<file path="src/rtl/prg_loader_if.sv">
// prg_loader_if: groups the hps_io ioctl byte stream and the pet2001hw DMA write port.
//   ioctl_download/index/wr/addr/dout : byte stream from hps_io (master drives)
//   ioctl_wait                         : stall request back to hps_io (slave drives)
//   dma_busy                           : downstream cannot take a write (master drives)
//   dma_addr/dma_dout/dma_we           : RAM write port (slave drives)
// The loader uses the slave modport; the surrounding system uses master.
`timescale 1ns/1ps
interface prg_loader_if;
    logic        ioctl_download;
    logic [7:0]  ioctl_index;
    logic        ioctl_wr;
    logic [24:0] ioctl_addr;
    logic [7:0]  ioctl_dout;
    logic        ioctl_wait;
    logic        dma_busy;
    logic [15:0] dma_addr;
    logic [7:0]  dma_dout;
    logic        dma_we;

    modport slave (
        input  ioctl_download, ioctl_index, ioctl_wr, ioctl_addr, ioctl_dout, dma_busy,
        output ioctl_wait, dma_addr, dma_dout, dma_we
    );

    modport master (
        output ioctl_download, ioctl_index, ioctl_wr, ioctl_addr, ioctl_dout, dma_busy,
        input  ioctl_wait, dma_addr, dma_dout, dma_we
    );
endinterface

</file>
<file path="src/rtl/prg_loader.sv">
// prg_loader: turns a PRG file streamed over ioctl into DMA writes into PET RAM, then writes
// the BASIC end-of-program pointers (VARTAB/ARYTAB/STREND) so RUN and LIST work at once.
// Ports:
//   clk, reset_n          : system clock, synchronous active-low reset
//   bus (slave)           : ioctl byte stream in, ioctl_wait out, DMA write port out
//   busy                  : download start until the pointer phase completes
//   load_start, load_end  : parsed load address, first address after the last written byte
//   err_short, err_trunc  : sticky: file under 3 bytes / payload truncated at MEM_LIMIT
// Optional: define PRG_AUTORUN_EN to add a KBD phase that types "RUN<CR>" into the keyboard
// buffer after the pointers are written.
`timescale 1ns/1ps
module prg_loader #(
    parameter logic [7:0]  PRG_INDEX = 8'h41,
    parameter logic [15:0] MEM_LIMIT = 16'h8000,
    parameter logic [15:0] PTR_BASE  = 16'h002A,
    parameter int unsigned PTR_COUNT = 3
) (
    input  logic        clk,
    input  logic        reset_n,
    prg_loader_if.slave bus,
    output logic        busy,
    output logic [15:0] load_start,
    output logic [15:0] load_end,
    output logic        err_short,
    output logic        err_trunc
);

`ifdef PRG_AUTORUN_EN
    typedef enum logic [2:0] {StIdle, StHdr, StData, StPtr, StDone, StKbd} state_e;
    localparam logic [7:0] KbdLast = 8'd4;
`else
    typedef enum logic [2:0] {StIdle, StHdr, StData, StPtr, StDone} state_e;
`endif

    localparam logic [7:0] PtrLast = 8'(2 * PTR_COUNT - 1);

    state_e      state_q, state_d;
    logic        sel, sel_q, rise;
    logic        slot_full_q, slot_full_d;
    logic [15:0] slot_addr_q, slot_addr_d;
    logic [7:0]  slot_data_q, slot_data_d;
    logic [15:0] cur_addr_q, cur_addr_d;
    logic [15:0] load_start_q, load_start_d;
    logic [15:0] load_end_q, load_end_d;
    logic        err_short_q, err_short_d;
    logic        err_trunc_q, err_trunc_d;
    logic        busy_q, busy_d;
    logic        seen_q, seen_d;  // at least one payload byte accepted
    logic [7:0]  idx_q, idx_d;    // write index inside PTR / KBD
    logic        gap_q, gap_d;    // forced idle cycle after each PTR / KBD write
    logic        we_c;

    assign sel  = bus.ioctl_download && (bus.ioctl_index == PRG_INDEX);
    assign rise = sel && !sel_q;

    // DMA port: the pending slot has priority; it is only ever full in DATA.
    always_comb begin
        we_c         = 1'b0;
        bus.dma_addr = 16'h0000;
        bus.dma_dout = 8'h00;
        if (slot_full_q) begin
            bus.dma_addr = slot_addr_q;
            bus.dma_dout = slot_data_q;
            we_c         = !bus.dma_busy;
        end else if (state_q == StPtr && !gap_q) begin
            bus.dma_addr = PTR_BASE + {8'h00, idx_q};
            bus.dma_dout = idx_q[0] ? load_end_q[15:8] : load_end_q[7:0];
            we_c         = !bus.dma_busy && !rise;
        end
`ifdef PRG_AUTORUN_EN
        else if (state_q == StKbd && !gap_q) begin
            unique case (idx_q)
                8'd0:    begin bus.dma_addr = 16'h026F; bus.dma_dout = 8'h52; end
                8'd1:    begin bus.dma_addr = 16'h0270; bus.dma_dout = 8'h55; end
                8'd2:    begin bus.dma_addr = 16'h0271; bus.dma_dout = 8'h4E; end
                8'd3:    begin bus.dma_addr = 16'h0272; bus.dma_dout = 8'h0D; end
                default: begin bus.dma_addr = 16'h009E; bus.dma_dout = 8'h04; end
            endcase
            we_c = !bus.dma_busy && !rise;
        end
`endif
        // A reset cycle must never leak a write.
        bus.dma_we = we_c && reset_n;
    end

    assign bus.ioctl_wait = slot_full_q;
    assign busy           = busy_q;
    assign load_start     = load_start_q;
    assign load_end       = load_end_q;
    assign err_short      = err_short_q;
    assign err_trunc      = err_trunc_q;

    always_comb begin
        state_d      = state_q;
        slot_full_d  = slot_full_q && !we_c;
        slot_addr_d  = slot_addr_q;
        slot_data_d  = slot_data_q;
        cur_addr_d   = cur_addr_q;
        load_start_d = load_start_q;
        load_end_d   = load_end_q;
        err_short_d  = err_short_q;
        err_trunc_d  = err_trunc_q;
        busy_d       = busy_q;
        seen_d       = seen_q;
        idx_d        = idx_q;
        gap_d        = gap_q;

        if (rise) begin
            // New PRG download; also aborts a pointer/keyboard phase in progress.
            state_d      = StHdr;
            busy_d       = 1'b1;
            slot_full_d  = 1'b0;
            load_start_d = 16'h0000;
            load_end_d   = 16'h0000;
            err_short_d  = 1'b0;
            err_trunc_d  = 1'b0;
            seen_d       = 1'b0;
            idx_d        = 8'd0;
            gap_d        = 1'b0;
        end else begin
            unique case (state_q)
                StIdle: ;
                StHdr: begin
                    if (!sel) begin
                        err_short_d = 1'b1;
                        busy_d      = 1'b0;
                        state_d     = StDone;
                    end else if (bus.ioctl_wr) begin
                        if (bus.ioctl_addr == 25'd0) begin
                            load_start_d[7:0] = bus.ioctl_dout;
                        end else if (bus.ioctl_addr == 25'd1) begin
                            load_start_d[15:8] = bus.ioctl_dout;
                            cur_addr_d         = {bus.ioctl_dout, load_start_q[7:0]};
                            load_end_d         = {bus.ioctl_dout, load_start_q[7:0]};
                            state_d            = StData;
                        end
                    end
                end
                StData: begin
                    if (!sel) begin
                        if (!seen_q) begin
                            err_short_d = 1'b1;
                            busy_d      = 1'b0;
                            state_d     = StDone;
                        end else if (!slot_full_q) begin
                            idx_d   = 8'd0;
                            gap_d   = 1'b0;
                            state_d = StPtr;
                        end
                    end else if (bus.ioctl_wr && (bus.ioctl_addr[24:1] != 24'd0)) begin
                        // cur_addr stops at MEM_LIMIT, so it can never wrap.
                        if (cur_addr_q < MEM_LIMIT) begin
                            slot_full_d = 1'b1;
                            slot_addr_d = cur_addr_q;
                            slot_data_d = bus.ioctl_dout;
                            cur_addr_d  = cur_addr_q + 16'd1;
                            load_end_d  = cur_addr_q + 16'd1;
                            seen_d      = 1'b1;
                        end else begin
                            err_trunc_d = 1'b1;
                        end
                    end
                end
                StPtr: begin
                    if (gap_q) begin
                        gap_d = 1'b0;
                    end else if (we_c) begin
                        gap_d = 1'b1;
                        if (idx_q == PtrLast) begin
                            idx_d = 8'd0;
`ifdef PRG_AUTORUN_EN
                            state_d = StKbd;
`else
                            busy_d  = 1'b0;
                            state_d = StDone;
`endif
                        end else begin
                            idx_d = idx_q + 8'd1;
                        end
                    end
                end
`ifdef PRG_AUTORUN_EN
                StKbd: begin
                    if (gap_q) begin
                        gap_d = 1'b0;
                    end else if (we_c) begin
                        gap_d = 1'b1;
                        if (idx_q == KbdLast) begin
                            busy_d  = 1'b0;
                            state_d = StDone;
                        end else begin
                            idx_d = idx_q + 8'd1;
                        end
                    end
                end
`endif
                StDone:  state_d = StIdle;
                default: state_d = StIdle;
            endcase
        end
    end

    always_ff @(posedge clk) begin
        if (!reset_n) begin
            state_q      <= StIdle;
            sel_q        <= 1'b0;
            slot_full_q  <= 1'b0;
            slot_addr_q  <= 16'h0000;
            slot_data_q  <= 8'h00;
            cur_addr_q   <= 16'h0000;
            load_start_q <= 16'h0000;
            load_end_q   <= 16'h0000;
            err_short_q  <= 1'b0;
            err_trunc_q  <= 1'b0;
            busy_q       <= 1'b0;
            seen_q       <= 1'b0;
            idx_q        <= 8'd0;
            gap_q        <= 1'b0;
        end else begin
            state_q      <= state_d;
            sel_q        <= sel;
            slot_full_q  <= slot_full_d;
            slot_addr_q  <= slot_addr_d;
            slot_data_q  <= slot_data_d;
            cur_addr_q   <= cur_addr_d;
            load_start_q <= load_start_d;
            load_end_q   <= load_end_d;
            err_short_q  <= err_short_d;
            err_trunc_q  <= err_trunc_d;
            busy_q       <= busy_d;
            seen_q       <= seen_d;
            idx_q        <= idx_d;
            gap_q        <= gap_d;
        end
    end

endmodule

</file>
<file path="src/flat_wrapper.sv">
// flat-port wrapper written by rule: the top's interface ports become plain ports
module prg_loader_flat 
#(
    parameter logic [7:0]  PRG_INDEX = 8'h41,
    parameter logic [15:0] MEM_LIMIT = 16'h8000,
    parameter logic [15:0] PTR_BASE  = 16'h002A,
    parameter int unsigned PTR_COUNT = 3
)
  (clk, reset_n, busy, load_start, load_end, err_short, err_trunc, bus_ioctl_download, bus_ioctl_index, bus_ioctl_wr, bus_ioctl_addr, bus_ioctl_dout, bus_dma_busy, bus_ioctl_wait, bus_dma_addr, bus_dma_dout, bus_dma_we);
  prg_loader_if bus_i ();
  input  logic clk;
  input  logic reset_n;
  output logic busy;
  output logic [15:0] load_start;
  output logic [15:0] load_end;
  output logic err_short;
  output logic err_trunc;
  input wire logic [$bits(bus_i.ioctl_download)-1:0] bus_ioctl_download;
  input wire logic [$bits(bus_i.ioctl_index)-1:0] bus_ioctl_index;
  input wire logic [$bits(bus_i.ioctl_wr)-1:0] bus_ioctl_wr;
  input wire logic [$bits(bus_i.ioctl_addr)-1:0] bus_ioctl_addr;
  input wire logic [$bits(bus_i.ioctl_dout)-1:0] bus_ioctl_dout;
  input wire logic [$bits(bus_i.dma_busy)-1:0] bus_dma_busy;
  output wire logic [$bits(bus_i.ioctl_wait)-1:0] bus_ioctl_wait;
  output wire logic [$bits(bus_i.dma_addr)-1:0] bus_dma_addr;
  output wire logic [$bits(bus_i.dma_dout)-1:0] bus_dma_dout;
  output wire logic [$bits(bus_i.dma_we)-1:0] bus_dma_we;
  assign bus_i.ioctl_download = bus_ioctl_download;
  assign bus_i.ioctl_index = bus_ioctl_index;
  assign bus_i.ioctl_wr = bus_ioctl_wr;
  assign bus_i.ioctl_addr = bus_ioctl_addr;
  assign bus_i.ioctl_dout = bus_ioctl_dout;
  assign bus_i.dma_busy = bus_dma_busy;
  assign bus_ioctl_wait = bus_i.ioctl_wait;
  assign bus_dma_addr = bus_i.dma_addr;
  assign bus_dma_dout = bus_i.dma_dout;
  assign bus_dma_we = bus_i.dma_we;
  prg_loader #(.PRG_INDEX(PRG_INDEX), .MEM_LIMIT(MEM_LIMIT), .PTR_BASE(PTR_BASE), .PTR_COUNT(PTR_COUNT)) u_core (.clk(clk), .reset_n(reset_n), .bus(bus_i), .busy(busy), .load_start(load_start), .load_end(load_end), .err_short(err_short), .err_trunc(err_trunc));
endmodule
</file>
<file path="config.mk">
export PLATFORM = sky130hd
export DESIGN_NAME = prg_loader_flat
export DESIGN_NICKNAME = d
export VERILOG_FILES = /design/src/rtl/prg_loader_if.sv /design/src/rtl/prg_loader.sv /design/src/flat_wrapper.sv
export SDC_FILE = /design/constraint.sdc
export NUM_CORES = 1
export LEC_CHECK = 0
export CORE_MARGIN = 3
export CORE_UTILIZATION = 46
export DETAILED_ROUTE_END_ITERATION = 16
export GPL_ROUTABILITY_DRIVEN = 0
export PLACE_DENSITY = 0.76
export SYNTH_ARGS = -nofsm -noshare
export SYNTH_HDL_FRONTEND = slang
export SYNTH_SLANG_ARGS = --single-unit
</file>
<file path="constraint.sdc">
create_clock -name clk -period 1.94 [get_ports clk]
set_input_delay 0.194 -clock clk [delete_from_list [all_inputs] [get_ports clk]]
set_output_delay 0.194 -clock clk [all_outputs]
set_load 0.02 [all_outputs]
</file>
==> reports/results.txt <==
DRT iter0 DRCs: 508
Final setup fails: 30
CTS tree: yes
FP Rows: 37
WS Path Type: in -> reg
Worst hold path type: in -> reg
Number of global-route vias before repair: 5172
Detailed Route WL: 18.3 mm
Share of the synthesized area in the top cell type: 36.5%
Port bufs: 106
Area Overhead vs Synth: 56.6%
Failing checks: setup timing
Relative slew slack: 66.4%
Setup WS pre-CTS: -0.427 ns
Maximum root-to-sink buffer count: 2
PD cells: 534 mW/mm^2
WP data arrival: 2.36 ns
DP Wirelength: 11.1 mm
Total Routing Usage GR: 27.1%
Synth Instances: 586
Status: finished, violations left
Post-synth top area cell: dfxtp_1
CTS Sinks: 90
Die span in y: 110 um
Final worst-path cycle share: 106%
NumNets Final: 814
Asr flop ratio synth: 0%
CP required: 2.24 ns
Yosys warning total: 0
Worst VDD drop: 0.399 mV
Via-to-Cell Ratio: 5.97
Final Power: 4.12 mW
Core Area: 0.0104 mm^2
Worst setup SP type: primary input
Final Hold Vio Count: 0
Synth Cell Area: 0.00493 mm^2
CP max FO: 4
Drt pass-1 iters: 5
P_leak: 2.94 nW
Seq cells post-synth: 90
Post-placement cell count: 865
Clk Latency, worst-skew pair: 0.36 ns
Number of flops mapped to enable cells by yosys: 0
Vias: 5396
Most frequent cells in the layout: buf_4, dfxtp_1, nand2_1
Final clock skew: 0.00891 ns
Ports: 107
Slew @ Worst Pin: 0.497 ns
Die outline area: 0.0120 mm^2
Grt ovf: 0
Fin. max-slew vios: 0
Num CTS Buffers: 9
Largest net degree at the start of global routing: 63
Max frequency: 0.487 GHz
# DRC: 0
Final non-filler cell total: 904
Register area share after synthesis: 36.5%
Antenna violations before repair: 0
Die width: 110 um
Clk pin slew, worst setup/hold paths: 0.09 ns
Top cells by area, synth: dfxtp_1, mux2i_1, nand2_1, o21ai_0, a21oi_1
H-tree depth: 3
Setup TNS: -1.03 ns
Syn_nets: 636
Max-cap violations: 0
CP Cell Sequence: clkdlybuf4s50_1 > nor4_4 > nand4_2 > buf_4 > or4_4 > a221o_1 > a21oi_2
Final WS setup: -0.115 ns
RSZ-0062 raised after global routing: yes
Layout cell share with drive strength beyond 1: 32.0%
Initial core utilization: 47.6%
WL/cell: 20.2 um
Detail Route Antenna Nets: 0
Count of cell types in the netlist: 69
Max incr delay on CP: 0.57 ns
Global-route wire length before repair: 25.5 mm
Number of diodes: 0
Final min period: 2.05 ns
Syn_area_per_cell: 8.41 um^2
CP max stage cell: or4_4
Ys flop type: dfxtp_1
Post-layout util: 74.4%
Root buffer cell: clkbuf_8
Critical Path End Type: flip-flop
cells in the mapped netlist, drive strengths merged (4+ instances only):
library cell / count
a21oi: 34
a31oi: 11
and2: 13
buf: 12
clkbuf: 30
dfxtp: 90
ha: 4
inv: 8
mux2i: 55
nand2: 87
nand2b: 6
nand3: 24
nand4: 9
nor2: 38
nor2b: 25
nor3: 7
nor3b: 4
nor4: 11
nor4bb: 4
o21ai: 43
o31ai: 6
or4: 6
xnor2: 4
xor2: 5
through the flow:
step	hold slack [ns]	area, um^2
after floorplan	0.334	4950
after global placement	0.413	6610
after detailed placement	0.433	6610
after CTS	0.149	7090
after global routing	0.166	7720
final	0.169	7720
cells by family after synthesis:
logic type	synth area share, %
adder cells (fa/ha/maj)	1.02
XOR/XNOR	1.60
buffers and inverters	4.72
AND/OR/NAND/NOR	28.6
multiplexers	11.2
AO/OA/AOI/OAI	16.3
flip-flops	36.5
per-layer routing:
layer  GRT usage, %  vias to the layer above  share of wire [%]  wire length, um
met1           34.2                     2569                 40             7360
met4           9.35                        0                3.7              674
met5              0                        -                  0                0
met3           5.52                       62                7.7             1410
met2           46.1                      303                 48             8810
li1               -                     2462                  -                -
flip-flops by register name, indices dropped and copies added (netlist names):
register	cells
u_core.slot_addr_q	16
u_core.err_short	1
u_core.gap_q	1
u_core.sel_q	1
u_core.slot_data_q	8
u_core.cur_addr_q	16
u_core.bus.ioctl_wait	1
u_core.seen_q	1
u_core.load_start	16
u_core.load_end	16
u_core.idx_q	8
u_core.err_trunc	1
u_core.state_q	3
u_core.busy	1
repair_timing:
action	4_1_cts	5_1_grt
setup endpoints to repair	91	104
resized for setup	123	167
setup buffers	9	7
gates cloned	5	4
pin swaps	12	41
endpoints found under the hold margin	0	0
hold buffers	0	0
critical path: cells and delay by family:
kind / cells / cell delay, ns
buf+inv: 2 / 0.62
compound gates: 2 / 0.52
simple gates: 3 / 1.02
power breakdown:
part           switching, mW  internal, mW
clock network          0.680         0.758
logic                  0.434         0.371
registers             0.0151          1.86
final cells by class:
class                      count  area, um^2
multi-input combinational    447        3420
fill                         677        2650
timing repair buffer         208        2070
sequential                    90        1810
tap                          136         170
clock buffer                  11         141
clock inverter                 4        76.3
inverter                       8        30.0
final timing paths:
| kind | slack (ns) | depth (start not counted) | start | to |
|---|---|---|---|---|
| setup / recovery | -0.11 | 7 | bus_ioctl_addr[3] | u_core.load_end[6]$_SDFFE_PP0P_ |
| hold / removal | 0.17 | 2 | reset_n | u_core.busy$_SDFFE_PN0P_ |
| setup reg to reg | -0.10 | 8 | u_core.state_q[2]$_SDFFE_PP0P_ | u_core.load_end[6]$_SDFFE_PP0P_ |
| hold reg to reg | 0.44 | 2 | u_core.slot_addr_q[15]$_SDFFE_PN0P_ | u_core.slot_addr_q[15]$_SDFFE_PN0P_ |
Note: power is estimated with default switching activity, not from simulation.
